## src/rtl/seg7_scan_ctrl_pkg.sv

```systemverilog
// Shared types and constants for the seven-segment scan controller.
// Blanking between digits is compiled in with SEG7_SCAN_BLANK_EN.
package seg7_pkg;

    localparam int DIGIT_W = 4;
    localparam logic [DIGIT_W-1:0] BLANK_CODE = 4'd0;

    typedef enum logic [1:0] {
        IDLE  = 2'd0,
        SHOW  = 2'd1,
        BLANK = 2'd2
    } scan_state_t;

    function automatic int max2(input int a, input int b);
        return (a > b) ? a : b;
    endfunction

endpackage

```

## src/rtl/seg7_scan_ctrl_if.sv

```systemverilog
// Frame write handshake between the digit-value producer and the scan controller.
interface seg7_scan_ctrl_if #(
    parameter int NUM_DIGITS = 4
);
    import seg7_pkg::*;

    logic                            wr_valid;
    logic                            wr_ready;
    logic [NUM_DIGITS*DIGIT_W-1:0]   wr_data;

    modport master (output wr_valid, output wr_data, input  wr_ready);
    modport slave  (input  wr_valid, input  wr_data, output wr_ready);
endinterface

```

## src/rtl/seg7_scan_timer.sv

```systemverilog
// Loadable down-counter; expire is high during the last cycle of a loaded interval.
// expire_nxt is the value expire takes next cycle, so callers can register in lockstep.
module seg7_scan_timer #(
    parameter int W = 4
) (
    input  logic         clk,
    input  logic         reset,
    input  logic         load,
    input  logic [W-1:0] load_val,
    output logic         expire,
    output logic         expire_nxt
);
    logic [W-1:0] cnt_q, cnt_d;
    logic         exp_q;

    // A load of 0 parks the counter; it saturates at 0 and never wraps.
    always_comb begin
        cnt_d      = cnt_q;
        expire_nxt = 1'b0;
        if (load) begin
            cnt_d      = (load_val == '0) ? '0 : load_val - W'(1);
            expire_nxt = (load_val == W'(1));
        end else if (cnt_q != '0) begin
            cnt_d      = cnt_q - W'(1);
            expire_nxt = (cnt_q == W'(1));
        end
    end

    always_ff @(posedge clk) begin
        if (reset) begin
            cnt_q <= '0;
            exp_q <= 1'b0;
        end else begin
            cnt_q <= cnt_d;
            exp_q <= expire_nxt;
        end
    end

    assign expire = exp_q;
endmodule

```

## src/rtl/seg7_scan_ctrl.sv

```systemverilog
// Multiplexed seven-segment scan controller with frame-atomic display updates.
// Define SEG7_SCAN_BLANK_EN to insert a dark interval after every digit.
module seg7_scan_ctrl
    import seg7_pkg::*;
#(
    parameter int NUM_DIGITS   = 4,
    parameter int DWELL        = 10_000,
    parameter int BLANK_CYCLES = 100
) (
    input  logic                  clk,
    input  logic                  reset,
    input  logic                  enable,
    seg7_scan_ctrl_if.slave       wr,
    output logic [DIGIT_W-1:0]    digit_code,
    output logic [NUM_DIGITS-1:0] digit_sel,
    output logic                  frame_done
);
    localparam int IW = (NUM_DIGITS > 1) ? $clog2(NUM_DIGITS) : 1;
    localparam int PW = $clog2(max2(DWELL, BLANK_CYCLES) + 1);
    localparam logic [IW-1:0] LAST_IDX = IW'(NUM_DIGITS - 1);

    localparam logic [1:0] S_IDLE  = 2'(IDLE);
    localparam logic [1:0] S_SHOW  = 2'(SHOW);
`ifdef SEG7_SCAN_BLANK_EN
    localparam logic [1:0] S_BLANK = 2'(BLANK);
`endif

    typedef logic [NUM_DIGITS-1:0][DIGIT_W-1:0] frame_t;

    logic [1:0]            state_q, state_d;
    logic [IW-1:0]         idx_q, idx_d;
    frame_t                shadow_q, shadow_d, pend_q, pend_d;
    logic                  pfull_q, pfull_d;
    logic [NUM_DIGITS-1:0] sel_q, sel_d;
    logic [DIGIT_W-1:0]    code_q, code_d;
    logic                  fd_q, fd_d;

    logic          load, expire, expire_nxt, adv, swap, last_phase;
    logic [PW-1:0] load_val;

    seg7_scan_timer #(.W(PW)) u_timer (
        .clk        (clk),
        .reset      (reset),
        .load       (load),
        .load_val   (load_val),
        .expire     (expire),
        .expire_nxt (expire_nxt)
    );

    always_comb begin
        state_d  = state_q;
        idx_d    = idx_q;
        shadow_d = shadow_q;
        pend_d   = pend_q;
        pfull_d  = pfull_q;
        sel_d    = '0;
        code_d   = code_q;
        load     = 1'b0;
        load_val = '0;
        adv      = 1'b0;
        swap     = 1'b0;

        // Disable parks the prescaler at 0 and restarts the frame on re-enable.
        if (!enable) begin
            state_d = S_IDLE;
            idx_d   = '0;
            load    = 1'b1;
        end else begin
            case (state_q)
                S_IDLE: begin
                    state_d  = S_SHOW;
                    idx_d    = '0;
                    load     = 1'b1;
                    load_val = PW'(DWELL);
                    swap     = pfull_q;
                end
                S_SHOW: if (expire) begin
`ifdef SEG7_SCAN_BLANK_EN
                    state_d  = S_BLANK;
                    load     = 1'b1;
                    load_val = PW'(BLANK_CYCLES);
`else
                    adv      = 1'b1;
`endif
                end
`ifdef SEG7_SCAN_BLANK_EN
                S_BLANK: if (expire) adv = 1'b1;
`endif
                default: state_d = S_IDLE;
            endcase

            if (adv) begin
                state_d  = S_SHOW;
                load     = 1'b1;
                load_val = PW'(DWELL);
                if (idx_q == LAST_IDX) begin
                    idx_d = '0;
                    swap  = pfull_q;
                end else begin
                    idx_d = idx_q + IW'(1);
                end
            end
        end

        if (swap) begin
            shadow_d = pend_q;
            pfull_d  = 1'b0;
        end
        // Accept only on the pre-edge ready, so a boundary swap always wins.
        if (wr.wr_valid && !pfull_q) begin
            pend_d  = wr.wr_data;
            pfull_d = 1'b1;
        end

        if (state_d == S_SHOW) begin
            sel_d[idx_d] = 1'b1;
            code_d       = shadow_d[idx_d];
        end

`ifdef SEG7_SCAN_BLANK_EN
        last_phase = (state_d == S_BLANK);
`else
        last_phase = (state_d == S_SHOW);
`endif
        fd_d = last_phase && (idx_d == LAST_IDX) && expire_nxt;
    end

    always_ff @(posedge clk) begin
        if (reset) begin
            state_q  <= S_IDLE;
            idx_q    <= '0;
            shadow_q <= '0;
            pend_q   <= '0;
            pfull_q  <= 1'b0;
            sel_q    <= '0;
            code_q   <= BLANK_CODE;
            fd_q     <= 1'b0;
        end else begin
            state_q  <= state_d;
            idx_q    <= idx_d;
            shadow_q <= shadow_d;
            pend_q   <= pend_d;
            pfull_q  <= pfull_d;
            sel_q    <= sel_d;
            code_q   <= code_d;
            fd_q     <= fd_d;
        end
    end

    assign wr.wr_ready = !pfull_q;
    assign digit_sel   = sel_q;
    assign digit_code  = code_q;
    assign frame_done  = fd_q;
endmodule
```

## src/flat_wrapper.sv

```systemverilog
// flat-port wrapper written by rule: the top's interface ports become plain ports
module seg7_scan_ctrl_flat import seg7_pkg::*;
#(
    parameter int NUM_DIGITS   = 4,
    parameter int DWELL        = 10_000,
    parameter int BLANK_CYCLES = 100
)
  (clk, reset, enable, digit_code, digit_sel, frame_done, wr_wr_valid, wr_wr_data, wr_wr_ready);
  seg7_scan_ctrl_if #(.NUM_DIGITS(NUM_DIGITS)) wr_i ();
  input  logic clk;
  input  logic reset;
  input  logic enable;
  output logic [DIGIT_W-1:0] digit_code;
  output logic [NUM_DIGITS-1:0] digit_sel;
  output logic frame_done;
  input wire logic [$bits(wr_i.wr_valid)-1:0] wr_wr_valid;
  input wire logic [$bits(wr_i.wr_data)-1:0] wr_wr_data;
  output wire logic [$bits(wr_i.wr_ready)-1:0] wr_wr_ready;
  assign wr_i.wr_valid = wr_wr_valid;
  assign wr_i.wr_data = wr_wr_data;
  assign wr_wr_ready = wr_i.wr_ready;
  seg7_scan_ctrl #(.NUM_DIGITS(NUM_DIGITS), .DWELL(DWELL), .BLANK_CYCLES(BLANK_CYCLES)) u_core (.clk(clk), .reset(reset), .enable(enable), .wr(wr_i), .digit_code(digit_code), .digit_sel(digit_sel), .frame_done(frame_done));
endmodule
```

## config.mk

```make
export PLATFORM = sky130hd
export DESIGN_NAME = seg7_scan_ctrl_flat
export DESIGN_NICKNAME = d
export VERILOG_FILES = /design/src/rtl/seg7_scan_ctrl_pkg.sv /design/src/rtl/seg7_scan_ctrl_if.sv /design/src/rtl/seg7_scan_timer.sv /design/src/rtl/seg7_scan_ctrl.sv /design/src/flat_wrapper.sv
export SDC_FILE = /design/constraint.sdc
export NUM_CORES = 1
export LEC_CHECK = 0
export ABC_AREA = 1
export CAP_MARGIN = 40
export CELL_PAD_IN_SITES_DETAIL_PLACEMENT = 0
export CELL_PAD_IN_SITES_GLOBAL_PLACEMENT = 1
export CORE_UTILIZATION = 36
export CTS_CLUSTER_DIAMETER = 50
export DETAILED_ROUTE_END_ITERATION = 7
export PLACE_DENSITY_LB_ADDON = 0.1
export SLEW_MARGIN = 20
export SYNTH_ARGS = -nofsm -noshare
export SYNTH_HDL_FRONTEND = slang
export SYNTH_SLANG_ARGS = --single-unit
```

## constraint.sdc

```tcl
create_clock -name clk -period 1.4 [get_ports clk]
set_input_delay 0.28 -clock clk [delete_from_list [all_inputs] [get_ports clk]]
set_output_delay 0.28 -clock clk [all_outputs]
set_load 0.02 [all_outputs]
```

# Word level (Yosys, flattened, before mapping)
# Index checks and enable logic that the tools add are counted.
# word_totals
in_bits,20
register_bits,61
elab_cells,71
# op_classes
eq_ne,6
bitwise_logic,1
addsub,3
reduce_logical,11
magnitude_cmp,2
n_mux,32
# ops
cell,count
$mux W14,6
$eq A14 B1 Y1 const B,2
$sub A14 B1 Y14 const B,2
$mux W16,1
$mux W1,15
$logic_not A14 Y1,1
$reduce_bool A14 Y1,1
$mux W2,6
$bmux W4 S2,1
$eq A2 B1 Y1 const B,2
$eq A2 B2 Y1 const B,2
$logic_and A1 B1 Y1,4
$mux W4,1
$pmux W2 S2,1
$reduce_bool A2 Y1,2
$lt A2 B3 Y1 const B,1
$add A2 B1 Y2 const B,1
$demux W1 S2,1
$ge A2 B1 Y1 const B,1
$logic_not A2 Y1,1
$reduce_or A2 Y1,1
$logic_not A1 Y1,1
$not A1 Y1,1

# Logic depth before layout (Yosys ltp)
# Gate-level depths: netlist of the first run.
# depth
depth_word,9
mapped_depth,11

# Cells and area by module
# From an unflattened synthesis of the first run, not the netlist that was laid out.
# hier_totals
hier_cells,481
hier_area_um2,3224.3
# by_module_without_submodules
mod,area_per_inst_um2,cells_per_inst,n_inst,seq_area_each_um2
seg7_scan_ctrl,1899.3,263,1,920.9
seg7_scan_timer,1325.0,218,1,300.3

# Least setup slack after synthesis of the first run
# Ideal clock, no wire load.
# synth_path
kind,flip-flop to flip-flop
startpoint,register u_core.idx_q[0]
endpoint,register u_core.code_q[2] (netlist: u_core.digit_code[2])
path_stages_with_launch,12
setup_ns,0.117
n_path_buf,1
synth_period_minus_slack_ns,1.441
setup_slack_ns,-0.041
arrival_ns,1.324
path_cell_list,dfxtp_1 -> ha_1 -> nor2_1 -> nor2_4 -> nand2_4 -> buf_12 -> nand2_1 -> nand2_1 -> nand2_1 -> nand2_1 -> nor2_1 -> nor2_1
# synth_via
elab_chain_len,7
word_cells_on_any_way,12
# synth_rtl
element,line,text
start: declaration,seg7_scan_ctrl.sv:31,"logic [IW-1:0] idx_q, idx_d;"
start signal: assignment,seg7_scan_ctrl.sv:140,idx_q <= idx_d;
$eq A2 B2 Y1,seg7_scan_ctrl.sv:96,if (idx_q == LAST_IDX) begin
$mux W1,seg7_scan_ctrl.sv:96,
$mux W1,seg7_scan_ctrl.sv:92,if (adv) begin
$mux W1,seg7_scan_ctrl.sv:64,if (!enable) begin
$mux W16,seg7_scan_ctrl.sv:105,if (swap) begin
$bmux W4 S2 *,seg7_scan_ctrl.sv:117,code_d = shadow_d[idx_d];
$mux W4 (not written as such) *,seg7_scan_ctrl.sv:117,
end signal: assignment,seg7_scan_ctrl.sv:145,code_q <= code_d;
end: declaration,seg7_scan_ctrl.sv:35,"logic [DIGIT_W-1:0] code_q, code_d;"
# Every way passes the cells marked *; elsewhere a longest branch is shown, timed or not. The select of a mux whose other input is x is not followed.
# A chain may end at the register's enable or synchronous reset.

# Worst setup path in the final report of the first run
# layout_path
startpoint,register u_core.idx_q[0]
endpoint,register u_core.fd_q (netlist: u_core.frame_done)
# layout_via
elab_chain_len,7
word_cells_on_any_way,9
# layout_rtl
element,line,text
$add A2 B1 Y2 / $eq A2 B2 Y1 (equally long branches),"seg7_scan_ctrl.sv:100, seg7_scan_ctrl.sv:96",
$mux W2,seg7_scan_ctrl.sv:96,
$mux W2 *,seg7_scan_ctrl.sv:92,
$mux W2 *,seg7_scan_ctrl.sv:64,
$eq A2 B2 Y1 *,seg7_scan_ctrl.sv:125,fd_d = last_phase && (idx_d == LAST_IDX) && expire_nxt;
$logic_and A1 B1 Y1 * (2 in a row),seg7_scan_ctrl.sv:125,
end signal: assignment,seg7_scan_ctrl.sv:137,fd_q <= 1'b0;
end signal: assignment,seg7_scan_ctrl.sv:146,fd_q <= fd_d;
end: declaration,seg7_scan_ctrl.sv:36,"logic fd_q, fd_d;"
# Every way passes the cells marked *; elsewhere a longest branch is shown, timed or not.

==> out/results.md, run 1 <==
| Stage | Parameter | This run |
|---|---|---|
| run status | Status | complete, but fails checks |
| run status | Failing checks | negative setup slack |
| synth | Largest cells by area after synthesis | sky130_fd_sc_hd__dfxtp_1 45%, sky130_fd_sc_hd__nand2_1 10%, sky130_fd_sc_hd__nor2_1 9.6% |
| synth | FF+latch count, synth | 61 |
| sta | Min cycle time layout | 1480 ps |
| grt | Antenna violations before repair | 0 |
| sta | Fmax achieved | 0.674 GHz |
| setup path | Critical path cell sequence | ha_4 -> inv_2 -> nand4_1 -> nand3_4 -> buf_6 -> nor2_4 -> buf_4 -> inv_2 -> nor3_1 |
| sta | Smallest setup slack after layout | -83.5 ps |
| power | Static Leakage | 0.00182 uW |
| synth | Top cell type's share of synthesized area | 45.3% |
| setup path | FF-to-FF End | u_core.frame_done |
| setup path | Critical path startpoint category | flip-flop |
| die | Number of rows in the core area | 31 |
| synth | Mapped Area | 2700 um^2 |
| cts | CTS H-tree depth | 3 |
| grt | Pin count of the biggest net entering global routing | 18 |
| drt | Remaining number of nets flagged by the antenna check after routing | 0 |
| cells and area | Leading cell type in the layout, fill and taps excluded | sky130_fd_sc_hd__nand2_1 |
| cells and area | Antenna cells | 0 |
| place | Placed wire-length estimate after detailed placement | 4960 um |
| die | IO Count | 30 |
| cells and area | Area Overhead vs Synth | 52.3% |
| setup path | R2r startpoint | u_core.idx_q[0] |
| cells and area | Final layout net count | 492 |
| cts | Clock-pin transition on the worst setup and hold timing paths | 70 ps |
| setup path | Worst stage delay on the critical path | 340 ps |
| grt | Wire length of the first global-routing pass | 11600 um |
| sta | Pins Over Slew Limit | 0 |
| place | Placed Cells | 551 |
| die | Die outline area | 7840 um^2 |
| synth | Yosys warns | 0 |
| drt | Drt total wl | 6980 um |
| setup path | Worst reg2reg setup slack | -80 ps |
| cells and area | Post-layout instance count excluding filler cells | 570 |
| setup path | Most repeated library cell on the critical path | sky130_fd_sc_hd__inv_2 |
| place | Routability cong. | 0.776 |
| setup path | Path depth of the worst reg2reg path | 9 |
| synth | Cell count after synthesis | 366 |
| job | Count of max-cap constraint violations | 0 |
| cts | Clock sink total | 61 |
| sta | TNS Setup | -522 ps |
| drt | Total number of vias | 2598 |
| grt | GR Overflow Total | 0 |
| setup path | Kind of end point of the critical path | flip-flop |
| cts | Clock insertion delay at the later pin of the skew report | 340 ps |
| cts | Cts bufs inserted | 9 |
| worst hold path | WHS Path Cells | 2 |
| setup path | Arrival time at the worst endpoint | 1750 ps |
| setup path | Crit Path Category | reg -> reg |
| grt | Number of global-route vias before repair | 2531 |
| sta | Clock skew | 6.58 ps |
| sta | Setup repair after global routing missed its margin | yes |
| setup path | CP max stage cell | sky130_fd_sc_hd__dfxtp_2 |
| drt | Routed length per instance | 12.3 um |
| synth | Post-Synthesis Net Count | 389 |
| synth | Most area-hungry cell type in the Yosys netlist | sky130_fd_sc_hd__dfxtp_1 |
| power | Highest ir drop seen on vdd | 460 uV |
| drt | DRC violations left | 0 |
| sta | Total setup violations reported at the end of the flow | 11 |
| setup path | Worst path required time | 1670 ps |
| die | Height of the die | 88.5 um |
| synth | Number of distinct library cells after synthesis | 31 |
| grt | Total GRT Usage | 19.9% |
| cells and area | Ratio of cells with drive above 1 in the final layout | 36.3% |
| worst hold path | Min-delay worst type | reg -> reg |
| drt | Via density per instance | 4.56 |
| cts | Library cell used as clock root buffer | sky130_fd_sc_hd__clkbuf_8 |
| cells and area | Fill cell instance count of the final layout | 694 |
| cts | CTS tree | yes |
| place | Dpl ws | -535 ps |
| worst hold path | Hold Path Origin | u_core.shadow_q[5] |
| die | Placeable core region | 7250 um^2 |
| place | Count of buffers from port buffering | 29 |
| synth | Share of synthesized area occupied by flip-flops and latches | 45.3% |
| synth | Mean instance size in the synthesized netlist | 7.37 um^2 |
| drt | Starting DRT DRC Count | 59 |
| drt | Length of the first detailed-routing pass in iterations | 4 |
| setup path | Largest fanout of any net on the critical path | 5 |
| cts | Clock Tree Buf Depth | 2 |
| worst hold path | Hold Crit Endpoint | u_core.shadow_q[5] |
| die | DIE WIDTH | 88.5 um |
| cells and area | Most frequent cells in the layout | 64 x sky130_fd_sc_hd__nand2_1, 61 x sky130_fd_sc_hd__buf_4, 54 x sky130_fd_sc_hd__nor2_1, 52 x sky130_fd_sc_hd__dfxtp_1, 25 x sky130_fd_sc_hd__a21oi_1 |
| power | Power per cell area | 1050 nW/um^2 |
| die | Starting density of the core | 37.2% |
| sta | Period utilization | 106% |
| sta | Final Hold Vio Count | 0 |
-- synth_stat cells, drive strengths merged --
cell type and count:
ha 3, dfxtp 61, xnor2 3, inv 29
o21ai 25, a211oi 3, buf 3, nand3 25
o21bai 1, xor2 4, o31ai 1, conb 1
nand4 3, clkbuf 6, a21oi 25, nor3 5
nor2 76, nand2 87, nor4 3, or2 2
-- flip-flops by register name, summed over array words and instances (netlist names) --
name                   flops
u_core.shadow_q           16
u_core.idx_q               2
u_core.pfull_q             1
u_core.digit_sel           4
u_core.pend_q             16
u_core.frame_done          1
u_core.state_q             2
u_core.digit_code          4
u_core.u_timer.cnt_q      14
u_core.u_timer.expire      1
-- how the worst max path moves through the flow --
stage               slack, ps  depth (start not counted)              endpoint              start
floorplan                  -6                         11  u_core.digit_code[2]  u_core.state_q[0]
global placement         -520                          9  u_core.digit_code[2]             enable
detailed placement       -540                          9  u_core.digit_code[2]             enable
CTS                       -80                         10  u_core.digit_code[2]    u_core.idx_q[0]
global route             -190                         11  u_core.digit_code[3]    u_core.idx_q[1]
finish                    -80                          9     u_core.frame_done    u_core.idx_q[0]
-- cells by family after synthesis --
group	Yosys count	share of synthesized area, %
xor+xnor	7	2.27
simple gates	201	33.8
fa+ha+maj	3	1.39
buf+inv	38	6.03
flops	61	45.3
compound gates	55	11.1
other cells	1	0.139
-- worst max-delay path: cells and delay by family, from the launching register on --
kind                     cells  cell delay (ps)
AND/OR/NAND/NOR              4              470
buffers and inverters        4              350
flip-flops                   1              340
adder cells (fa/ha/maj)      1              260
-- through the flow --
stage | hold WS, ps | util [%] | area, um^2 | power, uW
2_1_floorplan | 444 | - | 2720 | 2310
3_3_place_gp | 460 | 50.1 | 3630 | 2700
3_5_place_dp | 465 | 50.1 | 3630 | 2700
4_1_cts | 476 | 54.5 | 3960 | 4280
5_1_grt | 509 | 56.6 | 4110 | 4560
6_report | 473 | 56.6 | 4110 | 4330
-- layer usage --
metal / track usage (%) / vias up / part of all wire [%]
met3: 4.20 / 15 / 3.1
met2: 34.0 / 38 / 50
met1: 23.9 / 1163 / 44
li1: - / 1382 / -
met4: 9.24 / 0 / 2.2
met5: 0 / - / 0
-- what timing repair did --
action                                  4_1_cts  5_1_grt
pin swaps                                    16       16
gates cloned                                  0        0
gates resized for setup                      53       39
setup buffers                                 3        4
endpoints found under the setup margin       33       23
hold buffers                                  0        0
-- where the power goes --
part	switching, uW	leakage, uW	internal [uW]	total, uW
sequential	67.2	0.000503	1830	1890
clock	647	0.0000971	886	1530
combinational	439	0.00122	461	900
-- cell type report --
class	instances	area, um^2	area share (%)
Multi-Input combinational cell	267	1540	37.5
Sequential cell	61	1240	30.1
Timing Repair Buffer	101	905	22.0
Clock buffer	11	151	3.69
Tap cell	99	124	3.02
Inverter	29	114	2.77
Clock inverter	2	35.0	0.853
(Power assumes the default switching activity.)
==> run 2, diff against run 1 <==
--- a/config.mk
+++ b/config.mk
@@ -13,7 +13,7 @@
 export CTS_CLUSTER_DIAMETER = 50
 export DETAILED_ROUTE_END_ITERATION = 7
 export PLACE_DENSITY_LB_ADDON = 0.1
-export SLEW_MARGIN = 20
+export SLEW_MARGIN = 15
 export SYNTH_ARGS = -nofsm -noshare
 export SYNTH_HDL_FRONTEND = slang
 export SYNTH_SLANG_ARGS = --single-unit
==> results of run 2 <==
Same layout as run 1: the final DEF is identical, and so are final timing and power.
==> run 3, diff against run 2 <==
--- a/config.mk
+++ b/config.mk
@@ -13,7 +13,7 @@
 export CTS_CLUSTER_DIAMETER = 50
 export DETAILED_ROUTE_END_ITERATION = 7
 export PLACE_DENSITY_LB_ADDON = 0.1
-export SLEW_MARGIN = 15
+export SLEW_MARGIN = 30
 export SYNTH_ARGS = -nofsm -noshare
 export SYNTH_HDL_FRONTEND = slang
 export SYNTH_SLANG_ARGS = --single-unit
==> results of run 3 <==
Same layout as run 1: the final DEF is identical, and so are final timing and power.
